### config.mk
export PLATFORM = sky130hd
export DESIGN_NAME = mul_seq_module
export DESIGN_NICKNAME = d
export VERILOG_FILES = /design/src/rtl/mul_seq_module_pkg.sv /design/src/rtl/mul_seq_module_abs.sv /design/src/rtl/mul_seq_module.sv
export SDC_FILE = /design/constraint.sdc
export NUM_CORES = 1
export LEC_CHECK = 0
export ABC_AREA = 1
export ABC_CLOCK_PERIOD_IN_PS = 4150
export CORE_MARGIN = 5
export CORE_UTILIZATION = 30
export CTS_BUF_LIST = sky130_fd_sc_hd__clkbuf_8
export CTS_CLUSTER_SIZE = 8
export DETAILED_ROUTE_END_ITERATION = 8
export SLEW_MARGIN = 20
export SYNTH_ARGS = -nofsm -noshare
export SYNTH_HDL_FRONTEND = slang
export SYNTH_SLANG_ARGS = --single-unit
export TNS_END_PERCENT = 20
### constraint.sdc
create_clock -name clk -period 4.15 [get_ports clk]
set_clock_uncertainty 0.15 [all_clocks]
set_input_delay 0.415 -clock clk [delete_from_list [all_inputs] [get_ports clk]]
set_output_delay 0.415 -clock clk [all_outputs]
set_load 0.01 [all_outputs]
### src/rtl/mul_seq_module_pkg.sv
// Shared definitions for the mul_* block family: FSM state encoding and sizing helpers.
package mul_seq_module_pkg;

    typedef enum logic [1:0] {
        ST_IDLE = 2'd0,
        ST_CALC = 2'd1,
        ST_DONE = 2'd2
    } mul_state_e;

    // Iteration counter width, never narrower than one bit.
    function automatic int cnt_width(input int n);
        return (n > 1) ? $clog2(n) : 1;
    endfunction

endpackage

### src/rtl/mul_seq_module_abs.sv
// Magnitude of a W-bit operand; two's-complement when sgn is set, passthrough otherwise.
module mul_abs #(
    parameter int W = 8
) (
    input  logic [W-1:0] x,
    input  logic         sgn,
    output logic [W-1:0] x_abs
);

    // The most negative value maps to 2^(W-1), still representable as W unsigned bits.
    always_comb begin
        x_abs = (sgn && x[W-1]) ? (~x + 1'b1) : x;
    end

endmodule

### src/rtl/mul_seq_module.sv
// Iterative shift-add multiplier retiring one multiplier bit per clock, signed or unsigned
// per transaction, with valid/ready handshakes on both sides.
module mul_seq_module
    import mul_seq_module_pkg::*;
#(
    parameter  int A_W = 8,
    parameter  int B_W = 8,
    localparam int C_W = A_W + B_W
) (
    input  logic           clk,
    input  logic           rst_n,
    input  logic           mul_clr,
    input  logic           in_vld,
    output logic           in_rdy,
    input  logic           mul_signed,
    input  logic [A_W-1:0] mul_a,
    input  logic [B_W-1:0] mul_b,
    output logic           out_vld,
    input  logic           out_rdy,
    output logic [C_W-1:0] mul_result
);

    localparam int              CNT_W    = cnt_width(B_W);
    localparam logic [CNT_W-1:0] CNT_LAST = CNT_W'(B_W - 1);

    mul_state_e       state;
    logic [C_W-1:0]   a_sh;
    logic [B_W-1:0]   b_sh;
    logic [C_W-1:0]   acc;
    logic [C_W-1:0]   acc_next;
    logic [CNT_W-1:0] cnt;
    logic             neg;
    logic [A_W-1:0]   a_abs;
    logic [B_W-1:0]   b_abs;

    mul_abs #(.W(A_W)) u_abs_a (
        .x     (mul_a),
        .sgn   (mul_signed),
        .x_abs (a_abs)
    );

    mul_abs #(.W(B_W)) u_abs_b (
        .x     (mul_b),
        .sgn   (mul_signed),
        .x_abs (b_abs)
    );

    always_comb begin
        acc_next = b_sh[0] ? (acc + a_sh) : acc;
    end

    always_ff @(posedge clk or negedge rst_n) begin
        if (!rst_n) begin
            state      <= ST_IDLE;
            in_rdy     <= 1'b1;
            out_vld    <= 1'b0;
            mul_result <= '0;
            a_sh       <= '0;
            b_sh       <= '0;
            acc        <= '0;
            cnt        <= '0;
            neg        <= 1'b0;
        end else if (mul_clr) begin
            // Abort discards the pending product but leaves mul_result as it was.
            state   <= ST_IDLE;
            in_rdy  <= 1'b1;
            out_vld <= 1'b0;
        end else begin
            unique case (state)
                ST_IDLE: begin
                    if (in_vld) begin
                        a_sh   <= {{B_W{1'b0}}, a_abs};
                        b_sh   <= b_abs;
                        neg    <= mul_signed & (mul_a[A_W-1] ^ mul_b[B_W-1]);
                        acc    <= '0;
                        cnt    <= '0;
                        in_rdy <= 1'b0;
                        state  <= ST_CALC;
                    end
                end
                ST_CALC: begin
                    acc  <= acc_next;
                    a_sh <= a_sh << 1;
                    b_sh <= b_sh >> 1;
                    cnt  <= cnt + 1'b1;
                    if (cnt == CNT_LAST) begin
                        mul_result <= neg ? (~acc_next + 1'b1) : acc_next;
                        out_vld    <= 1'b1;
                        state      <= ST_DONE;
                    end
                end
                ST_DONE: begin
                    if (out_rdy) begin
                        out_vld <= 1'b0;
                        in_rdy  <= 1'b1;
                        state   <= ST_IDLE;
                    end
                end
                default: begin
                    state   <= ST_IDLE;
                    in_rdy  <= 1'b1;
                    out_vld <= 1'b0;
                end
            endcase
        end
    end

endmodule

[Word-level counts from Yosys, hierarchy flattened]
Index checks and enable logic that the tools add are counted.
Word-level totals
  flip-flop bits (word level): 64
  input port bits: 22
  output and inout bits: 18
  logic and storage cells: 64
Operators by class
  reductions and logical operators: 10
  eq/ne operators: 9
  multiplexer cells: 25
  add/sub/neg operators: 5
  bitwise gates (word level): 6
Operators with widths (number)
  $mux W16: 4
  $pmux W16 S2: 2
  $mux W8: 3
  $reduce_and A3 Y1: 6
  $add A16 B1 Y16 const B: 1
  $add A16 B16 Y16: 1
  $add A8 B1 Y8 const B: 2
  $not A16 Y16: 1
  $not A8 Y8: 2
  $pmux W8 S2: 1
  $ne A3 B3 Y1 const B: 3
  $mux W2: 4
  $mux W1: 6
  $ne A2 B2 Y1 const B: 3
  $pmux W1 S3: 2
  $pmux W2 S3: 1
  $pmux W3 S2: 1
  $add A3 B1 Y3 const B: 1
  $eq A3 B3 Y1 const B: 1
  $mux W3: 1
  $eq A2 B1 Y1 const B: 1
  $eq A2 B2 Y1 const B: 1
  $logic_and A1 B1 Y1: 2
  $logic_not A2 Y1: 1
  4 further kinds: 4

[Depth between registers and ports, before layout]
Gate-level depths: netlist of the first run.
  word-level depth: 5
  gate-level depth with buffers: 19
  gate-level depth less buffers: 19

[Modules after synthesis]
From an unflattened synthesis of the first run, not the netlist that was laid out.
Unflattened totals
  cells, all modules: 659
  area total of the unflattened synthesis: 4525.6 um2
Modules (own cells, without submodules)
  mul_seq_module: times used 1, area each 4132.7 um2, cells an instance 583, seq. area each 1602.8 um2
  mul_abs: times used 2, area each 196.4 um2, cells an instance 38, seq. area each 0.0 um2

[Worst setup path before layout of the first run]
Ideal clock, no wire load.
  path type: register -> register
  start: register a_sh[0]
  end: register mul_result[14]
  arrival: 2279 ps
  clock period less this slack: 2547 ps
  slack: 1603 ps
  cell stages (with the launch flop): 15
  data required time: 3883 ps
  library setup time: 117 ps
  path buffers: 0
  path through: dfrtp_1 ha_1 fa_1 o21ai_2 ha_1 inv_1 nor2_1 nand3_1 nand3b_4 nor2_2 nand2_1 nand2_2 nand3_1 nand3_1 nand2_1
On the way
  longest elaborated chain between the ends: 5
Ends and longest elaborated chain
  from (decl): RTL line mul_seq_module.sv:27  | logic [C_W-1:0] a_sh;
  from (signal assigned): RTL line mul_seq_module.sv:72  | a_sh <= {{B_W{1'b0}}, a_abs};
  from (signal assigned): RTL line mul_seq_module.sv:83  | a_sh <= a_sh << 1;
  $add A16 B16 Y16 *: RTL line mul_seq_module.sv:49  | acc_next = b_sh[0] ? (acc + a_sh) : acc;
  $mux W16 *: RTL line mul_seq_module.sv:49
  $not A16 Y16: RTL line mul_seq_module.sv:87  | mul_result <= neg ? (~acc_next + 1'b1) : acc_next;
  $add A16 B1 Y16: RTL line mul_seq_module.sv:87
  $mux W16 *: RTL line mul_seq_module.sv:87
  to (signal assigned): RTL line mul_seq_module.sv:87
  to (decl): RTL line mul_seq_module.sv:20  | output logic [C_W-1:0] mul_result
Every way passes the cells marked *; elsewhere a longest branch is shown, timed or not.
A chain may end at the register's enable or synchronous reset.

[Final worst setup path of the first run]
  start: register b_sh[0]
  end: register mul_result[12]
On the way
  longest elaborated chain between the ends: 4
Ends and longest elaborated chain
  from (decl): RTL line mul_seq_module.sv:28  | logic [B_W-1:0] b_sh;
  from (signal assigned): RTL line mul_seq_module.sv:73  | b_sh <= b_abs;
  from (signal assigned): RTL line mul_seq_module.sv:84  | b_sh <= b_sh >> 1;
  $mux W16 *: RTL line mul_seq_module.sv:49
  $not A16 Y16: RTL line mul_seq_module.sv:87
  $add A16 B1 Y16: RTL line mul_seq_module.sv:87
  $mux W16 *: RTL line mul_seq_module.sv:87
Marks and branches as above.

==> results of run 1 <==
-- registers in the layout, indices dropped and copies added, names as in the netlist --
| signal | count |
|---|---|
| a_sh | 16 |
| acc | 16 |
| b_sh | 8 |
| cnt | 3 |
| in_rdy | 1 |
| mul_result | 16 |
| neg | 1 |
| out_vld | 1 |
| state | 2 |
-- power by group --
part | leakage [nW] | switching, mW | internal [mW]
Clock | 0.109 | 0.258 | 0.327
Sequential | 0.828 | 0.182 | 0.821
Combinational | 1.71 | 0.985 | 0.644
-- placed cells by master (no fill, tap or decap), drive strengths merged, types with 2 or more instances in the layout --
cell,Yosys,routed
nand3,60,60
xnor2,4,4
buf,7,5
a22o,4,4
and2,2,2
xor2,9,9
nor4,2,2
dfrtp,63,63
o31ai,3,3
o21ai,40,40
ha,20,20
clkinv,1,3
clkbuf,10,12
o211ai,6,6
nor3,6,6
clkdlybuf4s50,0,38
inv,82,82
nand2,212,212
a21oi,27,27
nand3b,2,2
nand4,4,4
o22ai,16,16
nor2,51,51
-- worst max-delay path: stages (launching register included) --
cell and delay, ns:
dfrtp_1 0.80, inv_2 0.32, o21ai_2 0.31, ha_1 0.19, inv_1 0.05, nor2_1 0.09, nand3_1 0.11, nand3b_4 0.18
nor2_2 0.13, nand2_1 0.09, nand2_2 0.10, nand3_1 0.09, nand3_1 0.09, nand2_1 0.05
-- layout make-up --
class                           count  share of cell area, %
Multi-Input combinational cell    476                   46.8
Sequential cell                    64                   30.6
Inverter                           83                   5.94
Timing Repair Buffer               44                   8.16
Clock inverter                      4                  0.978
Clock buffer                       12                   3.15
Tap cell                          184                   4.39
-- per-layer routing --
| metal | vias up | track usage (%) | wire length, µm |
|---|---|---|---|
| li1 | 2161 | - | - |
| met1 | 1865 | 17.7 | 5540 |
| met2 | 65 | 20.2 | 4850 |
| met3 | 20 | 2.75 | 363 |
| met4 | 0 | 4.86 | 268 |
| met5 | - | 0 | 0 |
-- worst paths after layout --
path                       depth (start not counted)  slack [ns]             end
hold reg to reg                                    2        0.33  mul_result[13]
hold / removal                                     2        0.33  mul_result[13]
max in group asynchronous                          3        2.69         acc[14]
setup reg to reg                                  13        1.29  mul_result[12]
setup / recovery                                  13        1.29  mul_result[12]
min in group asynchronous                          2        0.45         b_sh[5]
-- stage by stage --
stage	cell area [µm²]	hold WS (ns)	setup slack [ns]
4_1_cts	5230	0.100	1.26
6_report	5250	0.335	1.29
3_3_place_gp	5020	0.318	1.37
3_5_place_dp	5020	0.317	1.27
2_1_floorplan	4440	-0.0306	1.60
5_1_grt	5250	0.356	0.940
-- cells by family after synthesis --
kind of cell	count (synthesis)	synth area share, %
xor gates and xnor gates	13	2.56
AOI/OAI and AO/OA	101	13.3
buffers and inverters	100	8.73
DFF	64	36.1
adders and majority gates	21	6.08
and+or+nand+nor	341	33.3
-- what timing repair did --
| action | in CTS | in global routing |
|---|---|---|
| endpoints found under the setup margin | 0 | 0 |
| hold buffers | 0 | 1 |
| endpoints found under the hold margin | 0 | 41 |
==> key figures, run 1 <==
Run status
  • Outcome: completed

Flow run
  • Max_cap viols: 0

Clock tree
  • Clk pin slew, worst setup/hold paths: approximately 0.070 ns
  • Post-CTS Repair Setup Buffers: 0
  • CTS tree: built
  • Worst-Skew Late Latency: about 0.36 ns
  • CTS Buf Count: 9
  • Quantity of gates resized following cts: 0
  • H-tree levels: 3
  • Maximum buffer depth of the clock tree: 2
  • Sink Count: 64
  • Clock root cell: clkbuf_8

Synth
  • Ys flop type: dfrtp_1
  • Fraction of registers with async set/reset: 100%
  • Mapped Cells: 640
  • Syn_area_per_cell: around 7 µm²
  • Most frequent cells after synthesis: nand2_1 (206), inv_1 (70), dfrtp_1 (63), nand3_1 (58), nor2_1 (41)
  • Yosys top cell area share: between 30 and 40%
  • Post-synthesis sequential area ratio: 36.1%
  • Distinct cell type count of the synthesized netlist: 42
  • Cell taking the most area after synthesis: dfrtp_1
  • Synth warn: 0
  • Most frequent cell after synthesis: nand2_1
  • Synth Register Bits: 64
  • Syn Nets: 683
  • Post-synth EDFFs: 0
  • Synthesized area: 4440 µm²
  • Most area-consuming cells after synthesis: dfrtp_1 (35%), nand2_1 (17%), nand3_1 (6.5%)

Cells and area
  • Post-Route Utilization: between 30 and 40%
  • Antenna cells: 0
  • Layout Nets: 721
  • Fill cell count: 1564
  • Layout cells sized above 1: 8.49%
  • Area growth syn-to-layout: 18.1%
  • Fin cells: 867
  • Register cell area after layout: 1600 µm²
  • Multi-input gate area: 2460 µm²

Floorplan
  • Die H: 132 µm
  • Die area: 17300 µm²
  • Core area: 14500 µm²
  • IO Pins: 40
  • Die Span X: 132 µm
  • Std-Cell Rows: 44
  • Initial Util: a little under a third

Timing
  • Final Hold Fails: 0
  • Worst slew margin: 52.7%
  • Least-Margin Pin Slew: around 0.71 ns
  • Fin crit share: 69.0%
  • Final slew viol count: 0
  • RSZ-0062 raised after global routing: false
  • Final setup vio count: 0
  • Highest Clock Rate: 349 MHz
  • Final setup TNS: 0 ns
  • Tmin final: ~2.9 ns

Global routing
  • Total GRT Usage: 13.0%
  • First-pass GRT wire length: 18700 µm
  • Vias in the first global route: about 3900
  • GRT overflow: 0
  • Initial antenna violation count: 0
  • Largest net degree at the start of global routing: 44

Route
  • Vias: 4111
  • Routed Antenna Nets: 0
  • Drt wl/cell: about 13 µm
  • Via/cell ratio: 4.74
  • Pre-antenna DRT Iters: 4
  • Initial DRC count: 249
  • DRC viols: 0
  • Final WL: 11000 µm

Power and ir drop
  • Pwr dens: 613 nW/µm²
  • Leak: 2.64 nW
  • Tot Pwr: 3.22 mW
  • Peak supply drop: between 300 and 400 µV

Worst setup path
  • Critical path type: flip-flop to flip-flop
  • Worst flop-to-flop path startpoint: b_sh[0]
  • Crit path DAT: 2.96 ns
  • Critical Path Start: b_sh[0]
  • Req. time, crit path: 4.25 ns
  • Worst setup SP type: flip-flop
  • CP max FO: 24
  • Setup crit end kind: flip-flop

Place
  • Dpl hpwl: 8340 µm
  • Placed cell count: 850
  • GP Congestion: 0.891
  • IO buf count: 39

Hold path
  • Hold Path Class: flip-flop to flip-flop
  • Hold path startpoint: mul_result[13]
Power figures use the tool's default switching activity.
==> inputs of run 2 (changes only) <==
--- a/config.mk
+++ b/config.mk
@@ -6,7 +6,7 @@
 export NUM_CORES = 1
 export LEC_CHECK = 0
 export ABC_AREA = 1
-export ABC_CLOCK_PERIOD_IN_PS = 4150
+export ABC_CLOCK_PERIOD_IN_PS = 2600
 export CORE_MARGIN = 5
 export CORE_UTILIZATION = 30
 export CTS_BUF_LIST = sky130_fd_sc_hd__clkbuf_8
==> constraint.sdc (replaced) <==
create_clock -name clk -period 2.6 [get_ports clk]
set_clock_uncertainty 0.15 [all_clocks]
set_input_delay 0.26 -clock clk [delete_from_list [all_inputs] [get_ports clk]]
set_output_delay 0.26 -clock clk [all_outputs]
set_load 0.01 [all_outputs]
==> run 2 against run 1 <==
Core utilization rose by 2.5 points; global-route usage rose by 0.17 points; worst setup slack got worse by 1.2 ns; final area rose by 6.8%; register-to-register slack got worse by 1.2 ns; first-iteration DRC count rose by 12%; total power rose by 78%; critical path type unchanged; critical endpoint unchanged; largest cell class unchanged; highest routed layer unchanged.
==> key figures, run 2 (synthesis gave the netlist of run 1 again) <==
Run status
  • Outcome: completed

Timing
  • Worst slew margin: 58.4% (+5.7 points)
  • Final Hold Fails: 0 (unchanged)
  • Highest Clock Rate: 398 MHz (+14%)
  • RSZ-0062 raised after global routing: true
  • Tmin final: 2.51 ns (-0.352 ns)
  • Fin crit share: 96.5% (+28 points)
  • Least-Margin Pin Slew: 0.625 ns (-0.0849 ns)
  • Final setup vio count: 0 (unchanged)
  • Final worst slack: 0.0901 ns (-1.20 ns)
  • Final slew viol count: 0 (unchanged)

Worst setup path
  • Worst Reg-to-Reg Cells: 14 (+1)
  • Worst path cell trace: ha_2 > fa_2 > o21ai_2 > ha_2 > inv_1 > nor2_1 > nand3_1 > nand3b_4 > nor2_4 > nand2_2 > nand2_4 > nand3_1 > nand3_1 > nand2_1
  • Worst setup SP type: flip-flop
  • CP Depth: 14 (+1)
  • Reg-to-Reg End: mul_result[12]
  • Critical Path Start: a_sh[0]
  • R2R Setup Slk: 0.09 ns (-1.20 ns)
  • CP max FO: 5 (-79%)
  • Req. time, crit path: 2.69 ns (-1.56 ns)
  • Worst flop-to-flop path startpoint: a_sh[0]
  • Setup crit end: mul_result[12]
  • Top Family by Delay on Critical Path: simple AND/OR/NAND/NOR gates
  • Setup crit end kind: flip-flop
  • Crit-path max cell delay: 0.43 ns (-0.37 ns)
  • CP max stage cell: fa_2
  • Crit path DAT: 2.60 ns (-0.36 ns)
  • Critical path type: flip-flop to flip-flop
  • CP bufs+invs: 1 (-1)
  • Most frequent CP cell: nand3_1

Cells and area
  • Final instance area: 5600 µm² (+6.8%)
  • Area growth syn-to-layout: 26.1%
  • Fill cell count: 1557 (-0.45%)
  • Largest registers: a_sh (16), acc (16), mul_result (16)
  • Layout Nets: 744 (+3.2%)
  • Antenna cells: 0 (unchanged)
  • Layout cells sized above 1: 15.5% (+7.0 points)
  • Post-Route Utilization: 38.6% (+2.5 points)
  • Commonest non-fill, non-tap cell in the layout: nand2_1
  • Most frequent cells in the layout: nand2_1 (196), inv_1 (70), dfrtp_1 (63)

Power and ir drop
  • Int Pwr: 3.28 mW (+83%)
  • Pwr dens: 1020 nW/µm² (+67%)
  • Sequential Power Share: 27.8% (-3.4 points)
  • Sw Share: 42.7% (-1.7 points)
  • Leak: 2.78 nW (+5.2%)
  • Clock share of power: 17.8% (-0.4 points)
  • Comb pwr share: 54.4% (+3.7 points)
  • Net switching power figure: 2.44 mW (+71%)
  • Peak supply drop: 682 µV (+100%)

Global routing
  • Initial antenna violation count: 0 (unchanged)
  • First-pass GRT wire length: 18900 µm (+0.77%)
  • Total GRT Usage: 13.1% (+0.17 points)
  • Vias in the first global route: 3849 (-0.62%)
  • GRT overflow: 0 (unchanged)
  • Largest net degree at the start of global routing: 41 (-6.8%)

Place
  • IO buf count: 39 (unchanged)
  • Dpl hpwl: 8590 µm (+3.0%)
  • GP Congestion: 0.862 (-3.3%)
  • Dpl ws: -0.0309 ns (-1.30 ns)
  • Cell Area, Placed: 5170 µm² (+3.1%)

Route
  • Final WL: 11300 µm (+2.4%)
  • Vias: 4153 (+1.0%)
  • Pre-antenna DRT Iters: 4 (unchanged)
  • Initial DRC count: 279 (+12%)
  • Drt wl/cell: 12.7 µm (-0.12%)
  • DRC viols: 0 (unchanged)
  • Via/cell ratio: 4.67 (-1.5%)
  • Routed Antenna Nets: 0 (unchanged)

Floorplan
  • Die area: 17300 µm² (unchanged)
  • Die Span X: 132 µm (unchanged)
  • IO Pins: 40 (unchanged)
  • Std-Cell Rows: 44 (unchanged)
  • Core area: 14500 µm² (unchanged)
  • Initial Util: 30.6% (unchanged)
  • Die H: 132 µm (unchanged)

Clock tree
  • H-tree levels: 3 (unchanged)
  • CTS Buf Count: 9 (unchanged)
  • CTS tree: built
  • Clock root cell: clkbuf_8
  • Worst-Skew Late Latency: 0.35 ns (about the same)
  • Clk pin slew, worst setup/hold paths: 0.07 ns (about the same)
  • Sink Count: 64 (unchanged)
  • Maximum buffer depth of the clock tree: 2 (unchanged)

Flow run
  • Max_cap viols: 0 (unchanged)

Hold path
  • Hold Path Class: input pin to asynchronous set/reset pin
run 2: cell types whose count changed in the layout (fill, tap and decap cells not counted), sizes merged:
cell and delta:
bufinv +1, clkinvlp -1, clkbuf +1, clkinv -2
buf +23
run 2: worst min-delay path by stage:
| stage | to | slack [ns] | cells after the start |
|---|---|---|---|
| after floorplan | a_sh[0] | -0.19 | 0 |
| after global placement | b_sh[3] | 0.15 | 1 |
| after detailed placement | b_sh[2] | 0.15 | 1 |
| after CTS | b_sh[2] | 0.31 | 2 |
| after global routing | b_sh[2] | 0.35 | 2 |
| final | b_sh[2] | 0.31 | 2 |
run 2: power groups by stage:
stage	Sequential (mW)	Clock [mW]	Combinational, mW
6_report	1.59	1.02	3.12
5_1_grt	1.64	1.09	3.49
4_1_cts	1.57	1.05	2.96
3_5_place_dp	1.57	0	2.87
3_3_place_gp	1.58	0	2.86
2_1_floorplan	1.56	0	1.87
run 2: final cells by class:
cell class                      instances  area (µm²)  share of cell area, %
Tap cell                              184         230                   4.11
Clock inverter                          2        60.1                   1.07
Inverter                               83         312                   5.56
Clock buffer                           13         179                   3.19
Timing Repair Buffer                   67         611                   10.9
Sequential cell                        64        1600                   28.6
Multi-Input combinational cell        476        2610                   46.6
run 2: metal layers:
metal | vias up | global-route usage [%] | routed length (µm)
met5 | - | 0 | 0
met4 | 0 | 4.97 | 175
met3 | 11 | 1.53 | 398
met2 | 76 | 19.9 | 5000
met1 | 1864 | 19.2 | 5710
li1 | 2202 | - | -
run 2: worst reg2reg max path: stages, from the launching register on:
cell and delay [ns]:
dfrtp_1 0.38, ha_2 0.20, fa_2 0.43, o21ai_2 0.17
ha_2 0.18, inv_1 0.04, nor2_1 0.08, nand3_1 0.10
nand3b_4 0.18, nor2_4 0.10, nand2_2 0.08, nand2_4 0.09
nand3_1 0.08, nand3_1 0.09, nand2_1 0.05
run 2: what timing repair did:
| action | CTS | global route |
|---|---|---|
| endpoints found under the hold margin | 23 | 0 |
| resized for setup | 7 | 28 |
| setup endpoints to repair | 7 | 10 |
| hold buffers | 1 | 0 |
| cloned | 0 | 0 |
| pin swaps | 8 | 14 |
| buffers inserted | 2 | 2 |
run 2: metrics by stage:
step / hold WS [ns] / instances / TNS (ns) / total power [mW]
2_1_floorplan: -0.186 / 640 / 0 / 3.43
3_3_place_gp: 0.153 / 869 / -0.0685 / 4.45
3_5_place_dp: 0.147 / 869 / -0.0891 / 4.45
4_1_cts: 0.306 / 887 / -0.000399 / 5.58
5_1_grt: 0.347 / 889 / -0.278 / 6.22
6_report: 0.314 / 889 / 0 / 5.73
==> inputs of run 3 (changes only) <==
--- a/config.mk
+++ b/config.mk
@@ -10,6 +10,7 @@
 export CORE_MARGIN = 5
 export CORE_UTILIZATION = 30
 export CTS_BUF_LIST = sky130_fd_sc_hd__clkbuf_8
+export CTS_CLUSTER_DIAMETER = 80
 export CTS_CLUSTER_SIZE = 8
 export DETAILED_ROUTE_END_ITERATION = 8
 export SLEW_MARGIN = 20
==> results of run 3 <==
Same layout as run 2: the final DEF is identical, and so are final timing and power.
==> RTL change (settings of run 3) <==
Re-encode `mul_state_e` (3 states) as one-hot, 3 bits wide.
--- a/src/rtl/mul_seq_module_pkg.sv
+++ b/src/rtl/mul_seq_module_pkg.sv
@@ -2,8 +2,8 @@
 package mul_seq_module_pkg;
 
-    typedef enum logic [1:0] {
-        ST_IDLE = 2'd0,
-        ST_CALC = 2'd1,
-        ST_DONE = 2'd2
+    typedef enum logic [2:0] {
+        ST_IDLE = 3'b001,
+        ST_CALC = 3'b010,
+        ST_DONE = 3'b100
     } mul_state_e;
 
Function: same outputs for any inputs over 4 cycles, from zero or initial values and one cycle with rst_n low; so few cycles prove little.
==> RTL change against run 3 <==
Sequential cell count up 1. Worst hold slack worse by 0.029 ns. Via count grew 2.1%. Highest routed layer unchanged. Global-route usage increased by 0.27 points. Setup slack worse by 0.081 ns. Final area decreased by 1.3%. Wire length shrank 0.38%. Synthesized cell count shrank 0.16%. Critical path type unchanged. Total power down 2.4%. Area after synthesis increased by 0.28%.
==> RTL change: results (changes against run 3) <==
metric,value,unit,change
Vias/cell,4.71,,+0.82%
final cell count without fillers,900,,+1.2%
Worst Path Arrival,2.69,ns,+0.09 ns
Synth Instances,639,,-0.16%
Unique masters post-synth,38,,-9.5%
"slowest stage delay, CP",0.44,ns,
worst skew pair latency,0.36,ns,
post-synthesis sequential area ratio,36.6,%,+0.49 points
DP Cell Count,877,,+0.92%
Compound-Gate Fraction of Synth Area,13.5,%,+0.19 points
status,completed,,
first-pass GRT wire length,19600,um,+3.9%
Tot GR Track Use,13.4,%,+0.27 points
multiplexer share of the synthesized area,0,%,unchanged
Final HPWL DP,8540,um,-0.60%
clock transition at the registers of the reported paths,0.08,ns,
fraction of synthesized cell area in xor and xnor cells,2.36,%,-0.20 points
Synth area leaders,"dfrtp_1, nand2_1, inv_1",,
syn nets,682,,-0.15%
CTS Buffer Depth,2,,unchanged
Static Leak,2.81,nW,+1.2%
"worst slack, placed",-0.0925,ns,-0.0616 ns
Placed Area,0.00523,sq mm,+1.2%
pin count of the biggest net entering global routing,66,,+61%
Worst IR Drop VDD,0.474,mV,-30%
total CTS buffers,9,,unchanged
H-tree depth,3,,unchanged
Top delay family on crit path,simple AND/OR/NAND/NOR gates,,
Multi-input gate area,0.00241,sq mm,-7.7%
share of cells above drive strength 1,13.4,%,-2.1 points
Wirelength per Cell,12.5,um,-1.6%
First DRT Iteration DRCs,242,,-13%
post-synthesis adder-cell area fraction,6.07,%,-0.017 points
"slowest stage cell, crit path",fa_2,,
input/output buffers,39,,unchanged
yosys warns,0,,unchanged
n_diodes,0,,unchanged
synth cell count leaders,"nand2_1, inv_1, dfrtp_1, nand3_1",,
Layout fillers,1581,,+1.5%
Layout Nets,754,,+1.3%
vias in the first global route,4156,,+8.0%
RePlAce Congestion,0.892,,+3.5%
detailed-router iteration count before antenna repair,5,,+1
CP Max Fanout,5,,unchanged
Internal Pwr Total,3.13,mW,-4.8%
Slew HR,72.6,%,+14 points
-- RTL change: final cells by class --
cell class / count / area share [%]
sequential: 65 / 29.5
tap: 184 / 4.16
inverter: 98 / 6.70
timing repair buffer: 77 / 12.4
clock buffer: 11 / 2.74
clock inverter: 5 / 0.995
multi-input combinational: 460 / 43.6
-- RTL change: path summary, 6_finish.rpt --
| kind | start | endpoint | slack (ns) | depth (start not counted) |
|---|---|---|---|---|
| max reg2reg | acc[0] | mul_result[14] | 0.009 | 14 |
| min reg2reg | mul_result[14] | mul_result[14] | 0.33 | 2 |
| min in group clk | mul_result[14] | mul_result[14] | 0.33 | 2 |
| min | rst_n | a_sh[13] | 0.28 | 3 |
| max in group asynchronous | rst_n | state[0] | 1.65 | 3 |
| max | acc[0] | mul_result[14] | 0.009 | 14 |
-- RTL change: power groups by stage --
stage,logic [mW],registers (mW),clock network (mW)
after floorplan,2.09,1.44,0
after global placement,2.97,1.48,0
after detailed placement,3.00,1.49,0
after CTS,3.14,1.47,0.941
after global routing,3.65,1.50,0.992
final,3.21,1.46,0.914
-- RTL change: what timing repair did --
item	4_1_cts	5_1_grt
hold buffers	1	0
setup endpoints to repair	8	13
resized for setup	4	11
hold endpoints to repair	63	0
setup buffers	5	1
pin swaps	8	4
-- RTL change: cell families (layout without fill, tap and decap cells) --
logic type | Yosys count | count (layout)
AOI/OAI and AO/OA | 104 | 104
and+or+nand+nor | 323 | 323
DFF | 65 | 65
adders and majority gates | 21 | 21
xor gates and xnor gates | 12 | 12
buffers and inverters | 114 | 191
-- RTL change: layer usage --
metal	wire length (um)	GRT usage, %	up-vias
met3	460	3.63	12
met1	5390	17.5	1925
li1	-	-	2225
met5	0	0	-
met2	5220	22.2	77
met4	170	2.91	0
-- RTL change: worst min-delay path: stages --
cell	delay, ns
dlygate4sd3_1	0.53
buf_2	0.12
buf_12	0.28
